## src/rtl/firebird7_in_gate2_edt_scan_bi_sol_monitor.sv

```systemverilog
// firebird7_in_gate2_edt_scan_bi_sol_monitor: windowed scan-out line toggle monitor for the gate2 EDT burn-in path
module firebird7_in_gate2_edt_scan_bi_sol_monitor #(
    parameter int WIN_W = 16,
    parameter int CNT_W = 15
) (
    input  logic             ijtag_tck,
    input  logic             ijtag_reset,
    input  logic             mon_start,
    input  logic             mon_abort,
    input  logic [WIN_W-1:0] window_len,
    input  logic             scan_en,
    input  logic             scan_out,
    output logic             sol_out,
    output logic [1:0]       sol_tog_status,
    output logic [CNT_W-1:0] sol_cnt_status,
    output logic             mon_busy,
    output logic             mon_done
);
    localparam logic [1:0] IDLE = 2'd0;
    localparam logic [1:0] RUN  = 2'd1;
    localparam logic [1:0] DONE = 2'd2;
    logic [1:0]       state_q, state_d;
    logic             sol_q, sol_d, prev_valid_q, prev_valid_d;
    logic [1:0]       tog_q, tog_d;
    logic [CNT_W-1:0] cnt_q, cnt_d;
    logic [WIN_W-1:0] win_q, win_d;
    logic             toggle;
    assign toggle = prev_valid_q && (scan_out != sol_q);
    always_comb begin
        state_d      = state_q;
        sol_d        = sol_q;
        prev_valid_d = prev_valid_q;
        tog_d        = tog_q;
        cnt_d        = cnt_q;
        win_d        = win_q;
        if (mon_abort) begin
            state_d = IDLE;
        end else if (mon_start) begin
            state_d      = RUN;
            sol_d        = 1'b0;
            prev_valid_d = 1'b0;
            tog_d        = 2'b00;
            cnt_d        = '0;
            win_d        = window_len;
        end else if (state_q == RUN && scan_en) begin
            sol_d        = scan_out;
            prev_valid_d = 1'b1;
            tog_d        = toggle ? (tog_q | (scan_out ? 2'b01 : 2'b10)) : tog_q;
            cnt_d        = (toggle && cnt_q != {CNT_W{1'b1}}) ? cnt_q + 1'b1 : cnt_q;
            // win_q==0 only ever means free-running: a finite window leaves RUN at 1
            win_d        = (win_q != '0) ? win_q - 1'b1 : win_q;
            state_d      = (win_q == {{(WIN_W-1){1'b0}}, 1'b1}) ? DONE : RUN;
        end
    end
    always_ff @(posedge ijtag_tck) begin
        if (!ijtag_reset) begin
            state_q      <= IDLE;
            sol_q        <= 1'b0;
            prev_valid_q <= 1'b0;
            tog_q        <= 2'b00;
            cnt_q        <= '0;
            win_q        <= '0;
        end else begin
            state_q      <= state_d;
            sol_q        <= sol_d;
            prev_valid_q <= prev_valid_d;
            tog_q        <= tog_d;
            cnt_q        <= cnt_d;
            win_q        <= win_d;
        end
    end
    assign sol_out        = sol_q;
    assign sol_tog_status = tog_q;
    assign sol_cnt_status = cnt_q;
    assign mon_busy       = state_q == RUN;
    assign mon_done       = state_q == DONE;
endmodule
```

## config.mk

```make
export PLATFORM = sky130hd
export DESIGN_NAME = firebird7_in_gate2_edt_scan_bi_sol_monitor
export DESIGN_NICKNAME = d
export VERILOG_FILES = /design/src/rtl/firebird7_in_gate2_edt_scan_bi_sol_monitor.sv
export SDC_FILE = /design/constraint.sdc
export NUM_CORES = 1
export LEC_CHECK = 0
export ABC_AREA = 1
export BUFFER_PORTS_ARGS = -buffer_cell sky130_fd_sc_hd__buf_2
export CORE_MARGIN = 2
export CORE_UTILIZATION = 30
export CTS_CLUSTER_SIZE = 10
export DETAILED_ROUTE_END_ITERATION = 10
export GPL_TIMING_DRIVEN = 1
export PLACE_DENSITY_LB_ADDON = 0.1
export SLEW_MARGIN = 25
export SYNTH_ARGS = -nofsm -noshare
export SYNTH_HDL_FRONTEND = slang
export SYNTH_SLANG_ARGS = --single-unit
export TNS_END_PERCENT = 50
```

## constraint.sdc

```tcl
create_clock -name ijtag_tck -period 2.15 [get_ports ijtag_tck]
set_input_delay 0.215 -clock ijtag_tck [delete_from_list [all_inputs] [get_ports ijtag_tck]]
set_output_delay 0.215 -clock ijtag_tck [all_outputs]
set_load 0.02 [all_outputs]
```

### Yosys cells after proc, flatten, opt, wreduce, memory -nomap -nowiden

Cells that the tools add are included.

* output and inout bits: 20
* logic and storage cells: 48
* input port bits: 22
* register bits: 37

* reductions and logical operators: 14
* equality and inequality tests: 5
* multiplexer cells: 17
* add/sub/neg operators: 2
* bitwise logic cells: 3

Operator list (number)
* two-way mux 16 bit: 3
* two-way mux 15 bit: 3
* == test 16 x 1 -> 1 bit, second input constant: 1
* nonzero test 16 bit: 1
* subtractor 16 x 1 -> 16 bit, second input constant: 1
* adder 15 x 1 -> 15 bit, second input constant: 1
* inequality test 15 bit, second input constant: 1
* two-way mux 2 bit: 5
* AND reduction 3 bit: 3
* nonzero test 2 bit: 4
* two-way mux 1 bit: 6
* logical AND 1 bit: 3
* OR reduction 3 bit: 1
* == test 2 x 1 -> 1 bit, second input constant: 1
* == test 2 bit, second input constant: 1
* NOT 1 bit: 2
* bitwise OR 2 bit: 1
* AND reduction 2 bit: 1
* OR reduction 2 bit: 1
* inequality test 1 bit: 1

### Depth between registers and ports, before layout

* word-level depth: 6
* depth in mapped cells: 11
* depth with buffers taken out: 10

### Worst setup path after synthesis

Ideal clock, no wire load.

* path kind: reg-to-reg
* from: register cnt_q[1], in the netlist sol_cnt_status[1]
* to: register cnt_q[0], in the netlist sol_cnt_status[0]
* stages on the path, launching flop included: 10
* clock period less this slack: 1.715 ns
* path slack: 0.435 ns
* setup time: 0.116 ns
* buffers on the path: 1
* data arrival time: 1.599 ns
* required time: 2.034 ns
* path through: dfxtp_1 ha_1 nand3_1 inv_1 nand2_1 nor2_2 nor2_4 buf_6 o21ai_0 nor2_1

* longest elaborated chain between the ends: 4

Ends and longest elaborated chain
* from (decl): line 25 `logic [CNT_W-1:0] cnt_q, cnt_d;`
* from (signal assigned): line 68 `cnt_q <= cnt_d;`
* inequality test 15 bit: line 49 `cnt_d = (toggle && cnt_q != {CNT_W{1'b1}}) ? cnt_q + 1'b1 : cnt_q;`
* logical AND 1 bit: line 49
* nonzero test 2 bit (no line)
* AND reduction 3 bit (no line)

Every way passes these cells.
A chain may end at the register's enable or synchronous reset.

### Final worst setup path

* from: register cnt_q[1], in the netlist sol_cnt_status[1]
* to: register cnt_q[10], in the netlist sol_cnt_status[10]

* longest elaborated chain between the ends: 4
* elaborated cells between the ends (all ways): 8
* classes of those cells: 1 x add/sub; 1 x eq/ne; 3 x mux; 3 x reduce/logical

Ends and longest elaborated chain (line)
* adder 15 x 1 -> 15 bit or inequality test 15 bit (tied branches): 49
* two-way mux 15 bit or logical AND 1 bit (tied branches): 49
* two-way mux 15 bit or nonzero test 2 bit (tied branches)
* two-way mux 15 bit or AND reduction 3 bit (tied branches)

Parallel ways exist; a longest one is shown, timed or not. The select of a mux whose other input is x is not followed.

==> impl_metrics.ini <==
[run_status]
status = completed

[routing]
wl_per_cell_um = 12.28
vias_per_cell = 4.671
first_pass_iters = 4
ant_nets = 0
drt_iter0_markers = 109
via_count = 2471
totalWireLength_um = 6494
drc = 0

[yosys]
synthCells = 383
ys_seq_area_share_pct = 30.64
synth-seq-cells = 37
synth_cell_types = 32
syn_area_um2 = 2417
syn_area_per_cell_um2 = 6.312
yosysWarnings = 0
syn_nets = 408

[power_and_ir_drop]
peakVddDrop_mv = 0.3701
p_leak_nw = 1.242
powerDensity_nw_per_um2 = 622.9

[sta]
fin_crit_ps = 1776
finalWorstSetupSlack_ps = 373.6
timing.hold.ws_ps = 207.9
setup_viol_count_final = 0
grt_setup_unrepaired = no
fin_skew_ps = 3.269
setup_tns_ps = 0
worst_pin_slew_ps = 403.3
fmax_ghz = 0.5629
period_share_pct = 82.62
hold_viol_final = 0
drv_slew = 0
relSlewSlack_pct = 73.05

[grt]
grt.total_usage_pct = 15.62
grt_max_degree = 27
grt_overflow = 0
met3_usage_pct = 2.970
grtUsageMet1_pct = 19.77
grt_use_met2_pct = 27.20
top_usage_layer = met2
antenna_found_initial = 0
grt_pass1_vias = 2410
grt_pass1_wl_um = 11030

[critical_path]
cp-end-kind = flop
crit_top_cell = nor2_1
crit_required_ps = 2330
worst_setup_path_start_kind = flop
slowest_delay_ps = 420
crit_path_top_delay_cell = dfxtp_1
crit_chain = ha_1, nand3_1, inv_1, nand2_1, inv_1, nand2_1, nand2_2, nor2_1, nor2_1, nor2_1
critPathKind = flop to flop
worst_ep_arrival_time_ps = 1960
cp_max_fo = 10

[floorplanning]
die_area_um2 = 8792
initial_utilization_pct = 31.12
row_count = 32
coreArea_um2 = 7767
die_w_um = 93.77
die_height_um = 93.77
ioPinCount = 42

[placement]
routabilityCongestion = 0.8156
post-place-cells = 521
dp_slack_ps = 375.8
port_buffers = 41
dp_hpwl_um = 4881

[min_path]
hold_class = input port to flop

[clock_tree]
cts_setup_buffers = 0
cts.path.max_buffers = 2
ctsResizeCount = 0
clock-sinks = 37
cts_hold_buf = 0
clock_latency_ps = 290
htree_levels = 2
cts_root_buf = clkbuf_8
clkTransAtPathRegs_ps = 80
cts_tree = built
cts-buffers-inserted = 5

[flow_run]
drv_cap = 0

[finish]
diodes = 0
stdcell_count = 529
drive_gt1_share_pct = 19.91
nets = 451
syn2layout_area_growth_pct = 16.82
[layout by cell type (no fill, tap or decap), drive strengths merged]
cell      n
a21oi    22
clkbuf    7
nand4     3
inv      33
o21a      1
nand2   115
a21boi    1
a22o      1
o21bai    4
ha        3
a211oi    1
buf      46
o21ai    18
xor2      4
dfxtp    37
nand3    31
nor2     91
nand3b    4
nor3      3
clkinv    2
[flip-flops by register name, summed over array words and instances, names as in the netlist]
register,count
sol_out,1
sol_cnt_status,15
state_q,2
prev_valid_q,1
win_q,16
sol_tog_status,2
[worst paths after layout]
check	startpoint	end	slack, ps	cells past startpoint
max	sol_cnt_status[1]	sol_cnt_status[10]	370	10
min	scan_out	sol_tog_status[0]	210	3
max reg2reg	sol_cnt_status[1]	sol_cnt_status[10]	370	10
min reg2reg	sol_tog_status[0]	sol_tog_status[0]	450	2
[per-layer routing]
| layer | wire, µm | share of wire (%) |
|---|---|---|
| met1 | 3045 | 47 |
| met2 | 3113 | 48 |
| met3 | 226 | 3.5 |
| met4 | 110 | 1.7 |
| met5 | 0 | 0 |
[synthesized netlist by cell type]
master / n / area share (%)
a211oi_1: 1 / 0.31
a21boi_0: 1 / 0.31
a21oi_1: 16 / 3.3
a21oi_2: 6 / 2.2
a22o_1: 1 / 0.36
buf_2: 4 / 0.83
buf_6: 3 / 1.4
clkbuf_1: 3 / 0.47
clkinv_1: 1 / 0.16
dfxtp_1: 37 / 31
ha_1: 3 / 1.6
inv_1: 31 / 4.8
inv_2: 2 / 0.31
nand2_1: 110 / 17
nand2_2: 3 / 0.78
nand2_4: 2 / 0.93
nand3_1: 24 / 5.0
nand3_2: 6 / 2.5
nand3_4: 1 / 0.72
nand3b_1: 4 / 1.2
nand4_1: 3 / 0.78
nor2_1: 81 / 13
nor2_2: 5 / 1.3
nor2_4: 4 / 1.9
nor2_8: 1 / 0.83
nor3_1: 3 / 0.62
o21a_1: 1 / 0.31
o21ai_0: 14 / 2.9
o21ai_1: 3 / 0.62
o21ai_4: 1 / 0.67
o21bai_1: 4 / 1.2
xor2_1: 4 / 1.4
[logic make-up after synthesis]
family / Yosys count / synth area share [%]
buffers and inverters: 44 / 7.971
flip-flops: 37 / 30.64
AO/OA/AOI/OAI: 48 / 12.22
XOR/XNOR: 4 / 1.449
AND/OR/NAND/NOR: 247 / 46.17
adder cells (fa/ha/maj): 3 / 1.553
[power by group]
group | internal (mW) | leakage (nW) | total (mW) | switching, mW
clock | 0.291 | 0.0542 | 0.563 | 0.272
combinational | 0.155 | 0.887 | 0.445 | 0.290
sequential | 0.715 | 0.301 | 0.751 | 0.0367
total | 1.16 | 1.24 | 1.76 | 0.598
[area by class of cell]
class | instances | area [µm²]
fillers | 880 | 4943
repair buffers | 46 | 242.7
clock inverters | 1 | 5.005
flip-flops and latches | 37 | 740.7
well taps | 102 | 127.6
multi-input cells | 302 | 1484
inverters | 34 | 127.6
clock buffers | 7 | 96.34
[per-stage QoR]
step	utilization, %	area, µm²	total power [mW]
floorplan	-	2417	1.102
global placement	35.05	2723	1.215
detailed placement	35.05	2723	1.213
CTS	36.36	2824	1.779
global route	36.36	2824	1.855
finish	36.36	2824	1.759
[worst max-delay path, delay by kind of cell, from the launching register on]
kind | cells | cell delay (ps)
and+or+nand+nor | 7 | 710
buffers and inverters | 2 | 250
adders and majority gates | 1 | 270
DFF | 1 | 420
Note: power is estimated with default switching activity, not from simulation.
